$ cat src/rtl/kgp_trace_pkg.sv
// Shared types and constants for the KGP commit trace buffer.
package kgp_trace_pkg;

  typedef enum logic [2:0] {
    S_IDLE = 3'd0,
    S_RUN  = 3'd1,
    S_POST = 3'd2,
    S_DONE = 3'd3,
    S_READ = 3'd4
  } state_t;

  localparam int          ENTRY_W = 97;
  localparam logic [31:0] PC_STEP = 32'd4;

  typedef struct packed {
    logic [31:0] pc;
    logic [31:0] instr;
    logic [31:0] alu;
    logic        taken;
  } entry_t;

endpackage

$ cat src/rtl/kgp_trace_ram.sv
// Trace storage: one synchronous write port, one synchronous read port, no array reset.
module kgp_trace_ram #(
  parameter int DEPTH  = 16,
  parameter int ADDR_W = 4,
  parameter int W      = 97
) (
  input  logic              clk,
  input  logic              i_we,
  input  logic [ADDR_W-1:0] i_waddr,
  input  logic [W-1:0]      i_wdata,
  input  logic              i_re,
  input  logic [ADDR_W-1:0] i_raddr,
  output logic [W-1:0]      o_rdata
);

  logic [W-1:0] r_mem [DEPTH];

  always_ff @(posedge clk) begin
    if (i_we) r_mem[i_waddr] <= i_wdata;
    if (i_re) o_rdata <= r_mem[i_raddr];
  end

endmodule

$ cat src/rtl/kgp_trace_buffer.sv
// Circular commit trace with PC-match trigger, post-trigger window and oldest-first readout.
module kgp_trace_buffer
  import kgp_trace_pkg::*;
#(
  parameter int DEPTH      = 16,
  parameter int POST_DEPTH = 8,
  parameter int ADDR_W     = 4
) (
  input  logic        clk,
  input  logic        rst,
  input  logic        commit_valid,
  input  logic [31:0] pc,
  input  logic [31:0] new_pc,
  input  logic [31:0] instruction,
  input  logic [31:0] aluresult,
  input  logic        arm,
  input  logic [31:0] trig_pc,
  input  logic        rd_en,
  output logic [2:0]  state_o,
  output logic        triggered,
  output logic        rd_valid,
  output logic [31:0] rd_pc,
  output logic [31:0] rd_instr,
  output logic [31:0] rd_alu,
  output logic        rd_taken,
  output logic        rd_last
);

  localparam logic [ADDR_W:0]   CNT_FULL = (ADDR_W+1)'(DEPTH);
  localparam logic [ADDR_W:0]   CNT_ONE  = (ADDR_W+1)'(1);
  localparam logic [ADDR_W-1:0] PTR_ONE  = ADDR_W'(1);
  localparam logic [ADDR_W-1:0] POST_LD  = ADDR_W'(POST_DEPTH);

  state_t            r_state;
  logic [ADDR_W-1:0] r_wr_ptr, r_rd_ptr, r_post_cnt;
  logic [ADDR_W:0]   r_count, r_rd_num;
  logic              r_triggered, r_rd_valid, r_rd_last;

  logic              w_wr, w_rd, w_hit;
  logic [ADDR_W-1:0] w_wr_ptr_nxt, w_rd_base;
  logic [ADDR_W:0]   w_count_nxt, w_rd_num_nxt;
  entry_t            w_entry, w_rdata;

  assign w_wr = commit_valid & ~arm & ((r_state == S_RUN) | (r_state == S_POST));
  // Reads stop once every captured entry has been handed out.
  assign w_rd = rd_en & ~arm & ((r_state == S_DONE) | (r_state == S_READ)) &
                (r_rd_num != r_count);
  assign w_hit        = (pc == trig_pc);
  assign w_wr_ptr_nxt = r_wr_ptr + PTR_ONE;
  assign w_count_nxt  = (r_count == CNT_FULL) ? r_count : r_count + CNT_ONE;
  assign w_rd_num_nxt = r_rd_num + CNT_ONE;
  // Oldest entry sits at the write pointer once the ring has wrapped.
  assign w_rd_base    = (w_count_nxt == CNT_FULL) ? w_wr_ptr_nxt : '0;

  assign w_entry.pc    = pc;
  assign w_entry.instr = instruction;
  assign w_entry.alu   = aluresult;
  assign w_entry.taken = (new_pc != pc + PC_STEP);

  kgp_trace_ram #(.DEPTH(DEPTH), .ADDR_W(ADDR_W), .W(ENTRY_W)) u_ram (
    .clk     (clk),
    .i_we    (w_wr),
    .i_waddr (r_wr_ptr),
    .i_wdata (w_entry),
    .i_re    (w_rd),
    .i_raddr (r_rd_ptr),
    .o_rdata (w_rdata)
  );

  always_ff @(posedge clk or posedge rst) begin
    if (rst) begin
      r_state     <= S_IDLE;
      r_wr_ptr    <= '0;
      r_rd_ptr    <= '0;
      r_post_cnt  <= '0;
      r_count     <= '0;
      r_rd_num    <= '0;
      r_triggered <= 1'b0;
      r_rd_valid  <= 1'b0;
      r_rd_last   <= 1'b0;
    end else if (arm) begin
      r_state     <= S_RUN;
      r_wr_ptr    <= '0;
      r_rd_ptr    <= '0;
      r_post_cnt  <= '0;
      r_count     <= '0;
      r_rd_num    <= '0;
      r_triggered <= 1'b0;
      r_rd_valid  <= 1'b0;
      r_rd_last   <= 1'b0;
    end else begin
      r_rd_valid <= w_rd;
      r_rd_last  <= w_rd & (w_rd_num_nxt == r_count);
      case (r_state)
        S_RUN: if (commit_valid) begin
          r_wr_ptr <= w_wr_ptr_nxt;
          r_count  <= w_count_nxt;
          if (w_hit) begin
            r_triggered <= 1'b1;
            r_post_cnt  <= POST_LD;
            if (POST_DEPTH == 0) begin
              r_state  <= S_DONE;
              r_rd_ptr <= w_rd_base;
            end else begin
              r_state <= S_POST;
            end
          end
        end
        S_POST: if (commit_valid) begin
          r_wr_ptr   <= w_wr_ptr_nxt;
          r_count    <= w_count_nxt;
          r_post_cnt <= r_post_cnt - PTR_ONE;
          if (r_post_cnt == PTR_ONE) begin
            r_state  <= S_DONE;
            r_rd_ptr <= w_rd_base;
          end
        end
        S_DONE, S_READ: if (w_rd) begin
          r_rd_ptr <= r_rd_ptr + PTR_ONE;
          r_rd_num <= w_rd_num_nxt;
          r_state  <= (w_rd_num_nxt == r_count) ? S_DONE : S_READ;
        end
        default: ;
      endcase
    end
  end

  assign state_o   = r_state;
  assign triggered = r_triggered;
  assign rd_valid  = r_rd_valid;
  assign rd_last   = r_rd_last;
  assign rd_pc     = r_rd_valid ? w_rdata.pc    : '0;
  assign rd_instr  = r_rd_valid ? w_rdata.instr : '0;
  assign rd_alu    = r_rd_valid ? w_rdata.alu   : '0;
  assign rd_taken  = r_rd_valid & w_rdata.taken;

endmodule

$ cat config.mk
export PLATFORM = sky130hd
export DESIGN_NAME = kgp_trace_buffer
export DESIGN_NICKNAME = d
export VERILOG_FILES = /design/src/rtl/kgp_trace_pkg.sv /design/src/rtl/kgp_trace_ram.sv /design/src/rtl/kgp_trace_buffer.sv
export SDC_FILE = /design/constraint.sdc
export NUM_CORES = 2
export LEC_CHECK = 0
export BUFFER_PORTS_ARGS = -buffer_cell sky130_fd_sc_hd__buf_4
export CORE_ASPECT_RATIO = 1.4
export CORE_MARGIN = 5
export CORE_UTILIZATION = 59
export DETAILED_ROUTE_END_ITERATION = 16
export PLACE_DENSITY = 0.77
export SYNTH_ARGS = -nofsm -noshare
export SYNTH_HDL_FRONTEND = slang
export SYNTH_SLANG_ARGS = --single-unit
$ cat constraint.sdc
create_clock -name clk -period 10.3 [get_ports clk]
set_input_delay 1.545 -clock clk [delete_from_list [all_inputs] [get_ports clk]]
set_output_delay 1.545 -clock clk [all_outputs]
set_load 0.01 [all_outputs]
==> After elaboration in Yosys (flattened, before gate mapping) <==
Memory sizes are Yosys's and may differ from the RTL's. A register that Yosys moved wholly into a read port is not among the register bits.
Cells that the tools add are included.
{ "classes": {"n_addsub": 6, "eq_ne": 16, "mux": 40, "bitwise": 10, "n_reduce_logical": 17} }
{ "ops": {"columns": ["operator", "count"], "rows": [
  ["$mux W32", 3],
  ["$mux W4", 12],
  ["$mux W5", 7],
  ["$add A32 B3 Y32 const B", 1],
  ["$eq A32 B32 Y1", 1],
  ["$ne A32 B32 Y1", 1],
  ["$mux W3", 7],
  ["$pmux W4 S2", 2],
  ["$ne A3 B3 Y1 const B", 4],
  ["$reduce_bool A2 Y1", 6],
  ["$add A5 B1 Y5 const B", 2],
  ["$eq A5 B5 Y1 const B", 2],
  ["$pmux W3 S3", 1],
  ["$add A4 B1 Y4 const B", 2],
  ["$mux W1", 8],
  ["$reduce_and A4 Y1", 2],
  ["$and A1 B1 Y1", 7],
  ["$eq A3 B2 Y1 const B", 2],
  ["$reduce_and A6 Y1", 1],
  ["$reduce_bool A3 Y1", 2],
  ["$eq A5 B5 Y1", 1],
  ["$ne A5 B5 Y1", 1],
  ["$eq A4 B1 Y1 const B", 1],
  ["$reduce_and A2 Y1", 2],
  ["9 further kinds", 11]
]} }
{ "totals": {"elab_cells": 99, "mem_count": 1, "mem_bits_rw": 1552, "inputBits": 165, "regBits": 28} }
{ "mem_list": {"columns": ["memory", "words", "word_bits", "rd", "rd_clocked_by_memory_dff", "write_ports", "line_no", "source"], "rows": [
  ["u_ram.r_mem", 16, 97, 1, 1, 1, "kgp_trace_ram.sv:16", "logic [W-1:0] r_mem [DEPTH];"]
]} }

==> Logic depth before layout (Yosys ltp) <==
{ "logic_depth": {"depth_word": 8, "mapped_depth": 9} }

==> By module <==
From an unflattened synthesis, not the netlist that was laid out.
{ "hier_totals": {"cells_unflattened": 2997, "area_unflattened_um2": 64688.3} }
{ "modules_own_cells": {"columns": ["module", "seq_area_each_um2", "area_each_um2", "n_inst", "cells_each"], "rows": [
  ["kgp_trace_ram", 49517.5, 60838.3, 1, 2484],
  ["kgp_trace_buffer", 700.7, 3849.9, 1, 513]
]} }

==> Least setup slack after synthesis <==
OpenSTA, ideal clock, no wires.
{ "synth_path": {"kind": "input to register", "start": "input commit_valid", "end": "memory u_ram.r_mem[3][0] (enable)", "t_arrival_ns": 8.986, "required_ns": 9.629, "cell_stages": 6, "setup_time_ns": 0.671, "slack_ns": 0.642, "n_path_buf": 1, "path_cell_list": "nor2b_1 nand2_1 clkbuf_1 nor2_1 nand2_1 nor3_1"} }
{ "synth_via": {"elab_chain_len": 4} }
{ "synth_rtl": {"columns": ["element", "line_no", "source"], "rows": [
  ["start, declared", "kgp_trace_buffer.sv:11", "input logic commit_valid,"],
  ["$and A1 B1 Y1 (2 in series)", "kgp_trace_buffer.sv:44", "assign w_wr = commit_valid & ~arm & ((r_state == S_RUN) | (r_state == S_POST));"],
  ["$mux W1", "kgp_trace_ram.sv:19", "if (i_we) r_mem[i_waddr] <= i_wdata;"],
  ["$mux W1 (implied by the code)", "kgp_trace_ram.sv:19", null],
  ["end, declared", "kgp_trace_ram.sv:16", null]
]} }
Every way passes these cells.

==> Worst setup path in the final report <==
{ "layout_path": {"start": "register r_rd_valid, in the netlist rd_valid", "end": "output rd_taken"} }
{ "layout_via": {"elab_chain_len": 1} }
{ "layout_rtl": {"columns": ["element", "line_no", "source"], "rows": [
  ["start, declared", "kgp_trace_buffer.sv:37", "logic r_triggered, r_rd_valid, r_rd_last;"],
  ["start signal, assigned", "kgp_trace_buffer.sv:92", "r_rd_valid <= w_rd;"],
  ["$and A1 B1 Y1", "kgp_trace_buffer.sv:135", "assign rd_taken = r_rd_valid & w_rdata.taken;"],
  ["end, declared", "kgp_trace_buffer.sv:25", "output logic rd_taken,"]
]} }
Every way passes these cells.

==> impl_metrics.csv <==
group,metric,value,unit
die,fp.coreArea,109700,µm²
logic_synthesis,yosys-top-cells-area,"edfxtp_1 76%, mux4_2 17%, dfrtp_1 1.1%, and2_1 0.94%, xor2_1 0.75%",
global_route,grt_usage,26.62,%
cells_and_area,drive_above_1_share,32.43,%
place,globalplace.congestion,0.8737,
worst_setup_path,rr_worst_depth,4,
logic_synthesis,ys_types,68,
route,route.detailed.drc,0,
min_path,min_from,"triggered$_DFFE_PP0P_",
cells_and_area,multi_input_area,14220,µm²
clock_network,cts-resized-gates,0,
clock_network,cts_tree,"done",
sta,layout_min_cycle_time,4.552,ns
clock_network,clock_path_buffers,3,
clock_network,cts.clk_slew.worst_paths,0.06,ns
clock_network,cts.sinks,1677,
die,initial_core_util,59.22,%
run,maxCapViolations,0,
clock_network,post-cts-setup-buffer-count,0,
logic_synthesis,yosysTopAreaCellShare,76.21,%
route,first_pass_iters,10,
cells_and_area,finalNetCount,3293,
clock_network,cts_hold_buf,0,
place,dpl_cell_area,68780,µm²
logic_synthesis,ys_seq_area_share,77.29,%
route,wire_per_inst,32.91,µm
logic_synthesis,postSynthAreaPerCell,23.34,µm²
global_route,antenna_found_initial,8,
sta,drv_slew,0,
worst_setup_path,critPathLaunchType,"flop",
cells_and_area,fin_area,73680,µm²
logic_synthesis,synth-seq-cells,1677,
worst_setup_path,crit_start,"rd_valid$_DFF_PP0_",
clock_network,cts_root_buf,"clkbuf_16",
logic_synthesis,synthArstFlopShare,1.670,%
worst_setup_path,arrival,3.01,ns
global_route,grt_pass1_wl,227.1,mm
pwr,p_per_area,226.4,nW/µm²
outcome,outcome,"completed",
min_path,min_path_type,"reg2reg",
min_path,min_to,"triggered$_DFFE_PP0P_",
route,antenna_left,0,
global_route,grt_pass1_vias,33190,
die,die-area,117000,µm²
pwr,max-vdd-ir-drop,0.2081,mV
sta,fin_skew,0.02458,ns
global_route,grt_max_degree,117,
logic_synthesis,synth_top_cell_by_area,"edfxtp_1",
route,first_iter_violations,3994,
cells_and_area,utilization,67.15,%
cells_and_area,regArea,50230,µm²
worst_setup_path,cp_max_fo,69,
global_route,overflow,0,
sta,rsz0062_at_grt,"false",
worst_setup_path,worstSetupPathType,"reg2out",
sta,setup_violations,0,
logic_synthesis,synth_area,64970,µm²
sta,relSlewSlack,14.99,%
pwr,total_power,16680,µW
route,vias,31350,
route,routed_wl,154.8,mm
die,die_y,402.7,µm
logic_synthesis,synth_common_cells,"1649 x edfxtp_1, 485 x mux4_2, 98 x and2_1",
die,ioPinCount,268,
cells_and_area,areaGrowthSynthToFinish,13.40,%
sta,max_freq,0.2197,GHz
sta,finalHoldViolations,0,
die,die_w,290.5,µm
place,dpl.hpwl,76.59,mm
clock_network,worst_skew_pair.late_latency,0.78,ns
sta,final.period_utilization,44.19,%
clock_network,htree_levels,4,
route,vias_per_cell,6.664,
sta,tightestPinTransition,1.275,ns
worst_setup_path,required,8.76,ns
pwr,leakage,0.02340,µW
die,rows,144,
clock_network,cts_buffers,149,
logic_synthesis,synthFlopType,"edfxtp_1",
cells_and_area,fillers,6537,
logic_synthesis,synth_edf_count,1649,
worst_setup_path,endpoint_kind,"primary output",
logic_synthesis,syn_nets,2960,
logic_synthesis,postSynthCellCount,2784,
worst_setup_path,worstReg2RegEnd,"u_ram.o_rdata[73]$_DFFE_PP_",
logic_synthesis,synth_most_common_cell,"edfxtp_1",
worst_setup_path,timing.rr.start,"r_rd_ptr[1]$_DFFE_PP0P_",
worst_setup_path,r2r_slack,5.99,ns
logic_synthesis,synth_warnings,0,
sta,fin_setup_tns,0,ns
place,io_buffers,267,
min_path,holdPathStages,2,
## stage by stage
| stage | hold slack, ns | instances | worst slack, ns |
|---|---|---|---|
| final | 0.5465 | 4705 | 5.748 |
| after global routing | 0.5753 | 4703 | 5.667 |
| after global placement | 0.5145 | 4426 | 5.203 |
| after detailed placement | 0.5271 | 4426 | 5.105 |
| after CTS | 0.5452 | 4698 | 5.632 |
| after floorplan | 0.5040 | 2784 | 0.6421 |
## power by group
| group | switching [µW] | internal (µW) |
|---|---|---|
| combinational | 1490 | 1730 |
| clock | 2450 | 3150 |
| sequential | 136 | 7720 |
| total | 4080 | 12600 |
## layer usage
layer / vias up / share of wire, % / GRT usage, %
met2: 1961 / 53 / 46.35
met3: 260 / 8.2 / 4.252
met5: - / 0.0084 / 0
li1: 12430 / - / -
met1: 16700 / 36 / 35.66
met4: 2 / 2.7 / 7.712
## registers in the layout (all words and copies together), names as in the netlist
signal         count
triggered          1
r_count            5
u_ram.o_rdata     97
r_rd_ptr           4
rd_valid           1
r_post_cnt         4
u_ram.r_mem     1552
r_wr_ptr           4
r_rd_num           5
rd_last            1
state_o            3
## how the worst max path moves through the flow
stage | to | slack [ns] | depth (start not counted)
after detailed placement | u_ram.r_mem[15][68]$_DFFE_PP_ | 5.11 | 7
after global routing | rd_taken | 5.67 | 3
after floorplan | u_ram.r_mem[3][0]$_DFFE_PP_ | 0.64 | 6
after CTS | rd_taken | 5.63 | 3
final | rd_taken | 5.75 | 3
after global placement | u_ram.r_mem[15][68]$_DFFE_PP_ | 5.20 | 7
## worst max-delay path: stages (launching register included)
cell	delay, ns
dfrtp_4	0.67
buf_4	0.83
and2_1	0.49
buf_4	0.20
## layout make-up
| class | count | share of cell area, % |
|---|---|---|
| Antenna cell | 7 | 0.02377 |
| Timing Repair Buffer | 320 | 3.311 |
| Clock inverter | 80 | 1.296 |
| Sequential cell | 1677 | 68.17 |
| Inverter | 14 | 0.08151 |
| Clock buffer | 192 | 5.335 |
| Tap cell | 1460 | 2.479 |
| Multi-Input combinational cell | 955 | 19.30 |
## cells by family after synthesis
family | Yosys count | synth area share, %
adders and majority gates | 11 | 0.2118
AOI/OAI and AO/OA | 74 | 0.8011
muxes | 499 | 17.03
and+or+nand+nor | 283 | 2.474
xor gates and xnor gates | 88 | 1.186
buffers and inverters | 152 | 1.007
DFF | 1677 | 77.29
## cell usage in the layout (no fill, tap or decap), types with 5 or more instances in the layout
| cell type | Yosys | final |
|---|---|---|
| nand2b_1 | 9 | 9 |
| nor2_4 | 0 | 13 |
| nor2_1 | 53 | 40 |
| or3_1 | 8 | 8 |
| mux4_2 | 485 | 485 |
| nor3_2 | 1 | 5 |
| clkbuf_16 | 0 | 150 |
| nand4_1 | 17 | 17 |
| nand3_1 | 19 | 19 |
| clkinv_1 | 0 | 27 |
| ha_1 | 11 | 11 |
| bufinv_16 | 0 | 17 |
| edfxtp_1 | 1649 | 1649 |
| xnor2_1 | 32 | 32 |
| dfrtp_1 | 28 | 24 |
| and2_1 | 98 | 98 |
| mux2i_1 | 12 | 12 |
| a21oi_1 | 17 | 17 |
| xor2_1 | 56 | 56 |
| nor3_1 | 14 | 10 |
| clkinv_8 | 0 | 6 |
| inv_1 | 13 | 13 |
| nor4_1 | 13 | 13 |
| and3_1 | 6 | 6 |
| clkinv_2 | 0 | 19 |
| nand2_1 | 27 | 27 |
| diode_2 | 0 | 7 |
| buf_4 | 0 | 317 |
| clkbuf_1 | 69 | 40 |
| o21ai_0 | 13 | 13 |
Power figures use the tool's default switching activity.
